===== src/rtl/fifo_stim_pkg.sv =====
// Shared types and constants for the FIFO write-side stimulus generator.
package fifo_stim_pkg;

  typedef enum logic [1:0] {
    IDLE  = 2'd0,
    BURST = 2'd1,
    GAP   = 2'd2,
    DONE  = 2'd3
  } stim_state_e;

  localparam int unsigned MODE_INC  = 0;
  localparam int unsigned MODE_LFSR = 1;

  // Right-shift Galois masks: bit (k-1) set for each x^k term of the polynomial.
  function automatic logic [31:0] lfsr_taps(input int unsigned dw);
    case (dw)
      16:      return 32'h0000_B400;
      32:      return 32'h8020_0003;
      default: return 32'h0000_00B8;
    endcase
  endfunction

endpackage


===== src/rtl/stim_data_gen.sv =====
// Data pattern register: incrementing count or maximal-length Galois LFSR.
module stim_data_gen
  import fifo_stim_pkg::*;
#(
  parameter int unsigned    DW   = 8,
  parameter int unsigned    MODE = MODE_INC,
  parameter logic [DW-1:0]  SEED = {{(DW-1){1'b0}}, 1'b1}
) (
  input  logic          clka,
  input  logic          rstna,
  input  logic          load_seed,
  input  logic          advance,
  output logic [DW-1:0] data
);

  localparam logic [31:0]   TAPS_FULL = lfsr_taps(DW);
  localparam logic [DW-1:0] TAPS      = TAPS_FULL[DW-1:0];

  logic [DW-1:0] next_data;

  always_comb begin
    next_data = data + DW'(1);
    if (MODE == MODE_LFSR)
      next_data = (data >> 1) ^ (data[0] ? TAPS : '0);
  end

  always_ff @(posedge clka or negedge rstna) begin
    if (!rstna)
      data <= '0;
    else if (load_seed)
      data <= SEED;
    else if (advance)
      data <= next_data;
  end

endmodule


===== src/rtl/fifo_wr_stim_gen.sv =====
// Write-side stimulus generator: bursts of accepted writes separated by idle gaps.
module fifo_wr_stim_gen
  import fifo_stim_pkg::*;
#(
  parameter int unsigned   DW         = 8,
  parameter int unsigned   BURST_LEN  = 512,
  parameter int unsigned   NUM_BURSTS = 4,
  parameter int unsigned   GAP_CYCLES = 2,
  parameter int unsigned   MODE       = MODE_INC,
  parameter logic [DW-1:0] SEED       = {{(DW-1){1'b0}}, 1'b1},
  parameter int unsigned   CW         = 16
) (
  input  logic          clka,
  input  logic          rstna,
  input  logic          start,
  input  logic          hold,
  input  logic          fulla,
  output logic          wreqa,
  output logic [DW-1:0] wdata,
  output logic          busy,
  output logic          done,
  output logic [CW-1:0] wr_count
);

  localparam int unsigned BW  = $clog2(BURST_LEN + 1);
  localparam int unsigned NBW = $clog2(NUM_BURSTS + 1);
  localparam int unsigned GW  = $clog2(GAP_CYCLES + 1);

  stim_state_e    state;
  logic [BW-1:0]  beat_cnt;
  logic [NBW-1:0] burst_cnt;
  logic [GW-1:0]  gap_cnt;

  logic launch;
  logic accept;
  logic last_beat;
  logic last_burst;

  assign launch     = start && (state == IDLE || state == DONE);
  assign accept     = (state == BURST) && wreqa && !fulla;
  assign last_beat  = (beat_cnt == BW'(BURST_LEN - 1));
  assign last_burst = (burst_cnt == NBW'(NUM_BURSTS - 1));

  stim_data_gen #(
    .DW   (DW),
    .MODE (MODE),
    .SEED (SEED)
  ) u_data (
    .clka      (clka),
    .rstna     (rstna),
    .load_seed (launch),
    .advance   (accept),
    .data      (wdata)
  );

  always_ff @(posedge clka or negedge rstna) begin
    if (!rstna) begin
      state     <= IDLE;
      wreqa     <= 1'b0;
      busy      <= 1'b0;
      done      <= 1'b0;
      wr_count  <= '0;
      beat_cnt  <= '0;
      burst_cnt <= '0;
      gap_cnt   <= '0;
    end else begin
      case (state)
        IDLE, DONE: begin
          if (start) begin
            state     <= BURST;
            wreqa     <= ~hold;
            busy      <= 1'b1;
            done      <= 1'b0;
            wr_count  <= '0;
            beat_cnt  <= '0;
            burst_cnt <= '0;
            gap_cnt   <= '0;
          end
        end
        BURST: begin
          // A stalled or held word keeps its data; only an accept moves on.
          wreqa <= ~hold;
          if (accept) begin
            wr_count <= wr_count + CW'(1);
            if (last_beat) begin
              wreqa    <= 1'b0;
              beat_cnt <= '0;
              if (last_burst) begin
                state <= DONE;
                busy  <= 1'b0;
                done  <= 1'b1;
              end else begin
                state     <= GAP;
                gap_cnt   <= GW'(GAP_CYCLES - 1);
                burst_cnt <= burst_cnt + NBW'(1);
              end
            end else begin
              beat_cnt <= beat_cnt + BW'(1);
            end
          end
        end
        GAP: begin
          wreqa <= 1'b0;
          if (gap_cnt == '0) begin
            state <= BURST;
            wreqa <= ~hold;
          end else begin
            gap_cnt <= gap_cnt - GW'(1);
          end
        end
        default: state <= IDLE;
      endcase
    end
  end

endmodule


===== config.mk =====
export PLATFORM = sky130hd
export DESIGN_NAME = fifo_wr_stim_gen
export DESIGN_NICKNAME = d
export VERILOG_FILES = /design/src/rtl/fifo_stim_pkg.sv /design/src/rtl/stim_data_gen.sv /design/src/rtl/fifo_wr_stim_gen.sv
export SDC_FILE = /design/constraint.sdc
export NUM_CORES = 1
export LEC_CHECK = 0
export CAP_MARGIN = 20
export CORE_MARGIN = 2
export CORE_UTILIZATION = 23
export DETAILED_ROUTE_END_ITERATION = 12
export GPL_TIMING_DRIVEN = 0
export PLACE_DENSITY = 0.41
export SLEW_MARGIN = 10
export SYNTH_ARGS = -nofsm -noshare
export SYNTH_HDL_FRONTEND = slang
export SYNTH_SLANG_ARGS = --single-unit

===== constraint.sdc =====
create_clock -name clka -period 2.05 [get_ports clka]
set_clock_uncertainty 0.2 [all_clocks]
set_input_delay 0.615 -clock clka [delete_from_list [all_inputs] [get_ports clka]]
set_output_delay 0.615 -clock clka [all_outputs]
set_load 0.005 [all_outputs]

==> results of run 1 <==
-- worst max-delay path by stage --
stage               startpoint           to  slack (ps)  cells after the start
floorplan             state[0]  wr_count[7]         -40                      8
global placement         rstna   gap_cnt[1]       -1300                      1
detailed placement       start  wr_count[9]        -740                      5
CTS                   state[0]  wr_count[6]         -80                      8
global route          state[0]  wr_count[9]        -120                      7
finish                state[0]  wr_count[9]         -30                      7
-- layout by cell type (no fill, tap or decap), types with 7 or more instances in the layout --
cell             instances
a21oi_1                 14
a21oi_2                 11
buf_4                   42
clkbuf_8                 7
clkdlybuf4s50_1         19
dfrtp_1                 40
inv_1                    9
nand2_1                 17
nand3_1                  8
nand4_1                  7
nor2_1                  11
o21ai_0                  9
o31ai_1                  9
or3_1                    7
-- power breakdown --
group          internal (W)  total [W]  switching, W
clock              0.000275   0.000593      0.000318
sequential         0.000995    0.00110      0.000102
combinational      0.000833    0.00172      0.000883
-- cell families after synthesis --
logic type / share of synthesized area
adders and majority gates: 0.0417
DFF: 0.459
and+or+nand+nor: 0.215
buffers and inverters: 0.0428
muxes: 0.0266
xor gates and xnor gates: 0.0365
AOI/OAI and AO/OA: 0.178
-- sequential cells by signal, indices dropped and copies added (netlist names) --
| register | cells |
|---|---|
| u_data.data | 8 |
| burst_cnt | 3 |
| wreqa | 1 |
| busy | 1 |
| beat_cnt | 10 |
| done | 1 |
| wr_count | 16 |
| gap_cnt | 2 |
| state | 2 |
-- stage by stage --
| step | worst slack, ps | cells |
|---|---|---|
| 6_report | -30.4 | 468 |
| 5_1_grt | -120 | 468 |
| 4_1_cts | -76.1 | 458 |
| 3_5_place_dp | -736 | 417 |
| 3_3_place_gp | -1300 | 416 |
| 2_1_floorplan | -37.8 | 249 |
-- layer usage --
metal | routed length (microns) | vias to the layer above
met5 | 0 | -
met4 | 46 | 0
met3 | 223 | 4
met2 | 3260 | 45
met1 | 3180 | 1076
li1 | - | 1084
-- timing repair --
action / in CTS / in global routing
setup buffers: 33 / 9
pin swaps: 10 / 16
gates resized for setup: 40 / 40
cloned: 1 / 2
endpoints found under the setup margin: 58 / 43
-- layout make-up --
class | instances | area [sq um] | area share
Multi-Input combinational cell | 182 | 1440 | 0.399
Sequential cell | 44 | 1110 | 0.306
Timing Repair Buffer | 77 | 678 | 0.188
Tap cell | 136 | 170 | 0.0471
Clock buffer | 7 | 86.3 | 0.0239
Buffer | 10 | 83.8 | 0.0232
Inverter | 11 | 41.3 | 0.0114
Clock inverter | 1 | 7.51 | 0.00208
==> results.json, run 1 <==
{
  "status": "finished with violations",
  "violations": "negative setup slack",
  "yosysSeqAreaShare": 0.459,
  "cp_num_buf_inv": 2,
  "layout.nets": 344,
  "synthTopCellsByArea": "dfrtp_1 46%, a21oi_1 5.2%, ha_1 4.2%, o31ai_1 3.4%, or4_1 3.1%",
  "die_w_microns": 106,
  "r2r_end": "wr_count[9]",
  "crit_arrival_ps": 2110,
  "whs_ps": 74.2,
  "r2r-start": "state[0]",
  "gpl.final_weighted_congestion": 0.740,
  "grt_util_met3": 0.0245,
  "cap_viol_max_count": 0,
  "cp_slowest_cell": "or4_4",
  "postCtsHoldBufs": 0,
  "synth.top_cell.area_share": 0.459,
  "fin_setup_tns_ps": -127,
  "overflow": 0,
  "drt_wl_total_microns": 6710,
  "busiest_layer": "met2",
  "syn_area_sq_mm": 0.00240,
  "slowest_delay_ps": 410,
  "min_period_ps": 2080,
  "crit_path_end_kind": "flop",
  "synthMostInstantiatedCell": "dfrtp_1",
  "fp.coreArea_sq_mm": 0.0102,
  "cts_sinks": 44,
  "diodes": 0,
  "cts_buffers": 5,
  "netlist_instances": 249,
  "die_area_sq_mm": 0.0113,
  "synthArstFlopShare": 1.00,
  "path_max_fanout": 5,
  "fill_cells": 1072,
  "grt_pass1_wl_microns": 10800,
  "power_density_mw_per_mm2": 943,
  "viasPerCell": 4.72,
  "r2r_cells": 7,
  "crit_required_ps": 2080,
  "path_cells": "inv_2 -> ha_4 -> mux2_4 -> o211ai_1 -> buf_4 -> or4_4 -> a21oi_2",
  "htree_levels": 2,
  "synth_edf_count": 0,
  "setup_viol": 11,
  "routed-via-count": 2209,
  "drcViolationCount": 0,
  "grt_max_degree": 26,
  "yosysUniqueCellTypes": 53,
  "leakage_nw": 1.53,
  "cts_root_buf": "clkbuf_8",
  "portBuffers": 31,
  "start_util": 0.234,
  "grt_pass1_vias": 2215,
  "post-route-period-util": 1.01,
  "dp_hpwl_microns": 4300,
  "clk-insertion-delay-late_ps": 300,
  "die_h_microns": 106,
  "area_delta_synth_final_pct": 50.7,
  "grt_setup_unrepaired": "yes",
  "use_met1": 0.159,
  "hold_viol": 0,
  "path_class": "reg2reg",
  "yosys.area.top_type": "dfrtp_1",
  "drtIter0Drc": 127,
  "ioPinCount": 32,
  "syn_nets": 262,
  "dpl_cell_area_sq_mm": 0.00292,
  "start_kind": "flop",
  "finalInstanceArea_sq_mm": 0.00361,
  "wire_per_inst_microns": 14.3,
  "setup_ws_ps": -30.4,
  "final_util": 0.353,
  "synth_commonest_cells": "44 x dfrtp_1, 25 x a21oi_1, 17 x nand2_1, 13 x nor2_1, 12 x o21ai_0",
  "antenna_found_initial": 0,
  "slew_viol_final": 0,
  "path_delay_family": "simple AND/OR/NAND/NOR gates",
  "grt_use_total": 0.119,
  "hold_path.class": "in2async",
  "final_layout_size_suffix_gt1_frac": 0.334,
  "power_w": 0.00341,
  "rows": 37,
  "antenna_left": 0,
  "max_freq_mhz": 481,
  "r2r_setup_slack_ps": -30,
  "synth.ff_latch_count": 44,
  "ys.flop_type": "dfrtp_1",
  "slew_headroom": 0.656,
  "tightest_slew_ps": 515,
  "synth_warnings": 0,
  "clk_pin_slew_ps": 90,
  "cts.path.max_buffers": 2,
  "met2_usage": 0.202,
  "ir_drop_mv": 0.497,
  "avgSynthCellArea_sq_um": 9.63,
  "cts_tree": "built",
  "drt_first_pass_iters": 5
}
Note: power is estimated with default switching activity, not from simulation.
==> inputs of run 2 (changes only) <==
--- a/config.mk
+++ b/config.mk
@@ -6,11 +6,12 @@
 export NUM_CORES = 1
 export LEC_CHECK = 0
 export CAP_MARGIN = 20
+export CORE_ASPECT_RATIO = 1.25
 export CORE_MARGIN = 2
 export CORE_UTILIZATION = 23
 export DETAILED_ROUTE_END_ITERATION = 12
 export GPL_TIMING_DRIVEN = 0
-export PLACE_DENSITY = 0.41
+export PLACE_DENSITY = 0.4
 export SLEW_MARGIN = 10
 export SYNTH_ARGS = -nofsm -noshare
 export SYNTH_HDL_FRONTEND = slang
==> constraint.sdc (replaced) <==
create_clock -name clka -period 2.2 [get_ports clka]
set_clock_uncertainty 0.2 [all_clocks]
set_input_delay 0.66 -clock clka [delete_from_list [all_inputs] [get_ports clka]]
set_output_delay 0.66 -clock clka [all_outputs]
set_load 0.005 [all_outputs]
==> results.json, run 2 (same netlist as run 1, synthesis figures left out) <==
{
  "status": "completed",
  "ir_drop_mv": 0.355,
  "post-route-period-util": 0.973,
  "drtIter0Drc": 74,
  "top_register": "wr_count",
  "crit_path_end_kind": "output port",
  "die_w_microns": 95.3,
  "routed-via-count": 2099,
  "hold_viol": 0,
  "htree_levels": 2,
  "power_density_mw_per_mm2": 972,
  "postCtsHoldBufs": 0,
  "rows": 41,
  "drt_first_pass_iters": 4,
  "largest_reg_flops": 16,
  "grt_pass1_wl_microns": 11100,
  "final_common_cell": "dfrtp_1",
  "min_period_ps": 2140,
  "slowest_delay_ps": 540,
  "whs_ps": 123,
  "cts.path.max_buffers": 2,
  "fill_cells": 1052,
  "antenna_left": 0,
  "leakage_nw": 1.28,
  "dp_hpwl_microns": 4430,
  "max_freq_mhz": 467,
  "cap_viol_max_count": 0,
  "hold_path.class": "in2async",
  "post-place-ws_ps": -633,
  "drt_wl_total_microns": 6270,
  "die_h_microns": 118,
  "antenna_found_initial": 0,
  "start_util": 0.237,
  "slew_headroom": 0.685,
  "path_cells": "clkdlybuf4s50_1",
  "final_layout_size_suffix_gt1_frac": 0.227,
  "wire_per_inst_microns": 14.6,
  "crit_arrival_ps": 1280,
  "layout.nets": 312,
  "clk_pin_slew_ps": 60,
  "die_area_sq_mm": 0.0113,
  "cp_slowest_cell": "clkdlybuf4s50_1",
  "cts_buffers": 5,
  "crit_required_ps": 1340,
  "ioPinCount": 32,
  "grt_pass1_vias": 2140,
  "path_max_fanout": 5,
  "cts_sinks": 44,
  "area_delta_synth_final_pct": 37.9,
  "grt_use_total": 0.122,
  "viasPerCell": 4.89,
  "cts_tree": "built",
  "multi_input_area_sq_mm": 0.00133,
  "portBuffers": 31,
  "seq_area_sq_mm": 0.00110,
  "path_class": "reg2out",
  "tightest_slew_ps": 472,
  "top_regs": "wr_count (16), beat_cnt (10), u_data.data (8)",
  "start_kind": "flop",
  "setup_viol": 0,
  "clk-insertion-delay-late_ps": 290,
  "path_delay_family": "buffers and inverters",
  "grt_max_degree": 27,
  "fp.coreArea_sq_mm": 0.0101,
  "cts_root_buf": "clkbuf_16",
  "layout_common_cells": "42 x dfrtp_1, 28 x clkdlybuf4s50_1, 19 x a21oi_1",
  "gpl.final_weighted_congestion": 0.751,
  "setup_ws_ps": 59.8,
  "drcViolationCount": 0,
  "slew_viol_final": 0,
  "r2r_setup_slack_ps": 70,
  "diodes": 0,
  "overflow": 0,
  "cp_num_buf_inv": 1
}
[run 2: final cells by class]
cell class,count,area share
Inverter,11,0.0132
Timing Repair Buffer,45,0.130
Clock buffer,6,0.0390
Buffer,10,0.0212
Tap cell,129,0.0488
Clock inverter,2,0.0106
Sequential cell,44,0.334
Multi-Input combinational cell,182,0.403
[run 2: path summary, 6_finish.rpt]
| path | start | to | cells past startpoint |
|---|---|---|---|
| setup reg to reg | state[0] | wr_count[10] | 7 |
| hold reg to reg | busy | busy | 1 |
| hold / removal | rstna | wr_count[4] | 1 |
| setup / recovery | wr_count[3] | wr_count[3] | 1 |
| max in group asynchronous | rstna | beat_cnt[8] | 2 |
| min in group clka | busy | busy | 1 |
[run 2: metal layers]
layer,share of wire,global-route usage
met1,0.46,0.166
met3,0.037,0.0249
met2,0.49,0.196
met4,0.011,0.0299
met5,0,0
[run 2: per-stage QoR]
step,std cells,cell area [sq um],power (W),utilization,TNS [ps]
after floorplan,249,2400,0.00170,-,0
after global placement,409,2880,0.00208,0.285,-69890
after detailed placement,410,2890,0.00208,0.286,-19010
after CTS,429,3220,0.00318,0.319,0
after global routing,429,3310,0.00346,0.327,-7.58
final,429,3310,0.00322,0.327,0
[run 2: worst register-to-register path, cell delays in order, from the launching register on]
cell      delay, ps
dfrtp_1         390
inv_2           100
ha_4            220
mux2_4          240
o211ai_1        120
buf_4           160
or4_4           480
a21oi_2         140
[run 2: timing repair]
action                     4_1_cts  5_1_grt
resized for setup               22       24
setup endpoints to repair       33       37
buffers inserted                10        2
gates cloned                     1        0
pin swaps                        6        5
[run 2: report_power, final]
part / internal [W] / total (W) / leakage [nW] / switching (W)
clock: 0.000535 / 0.000857 / 0.0808 / 0.000322
combinational: 0.000606 / 0.00131 / 0.619 / 0.000701
sequential: 0.000927 / 0.00105 / 0.584 / 0.000124
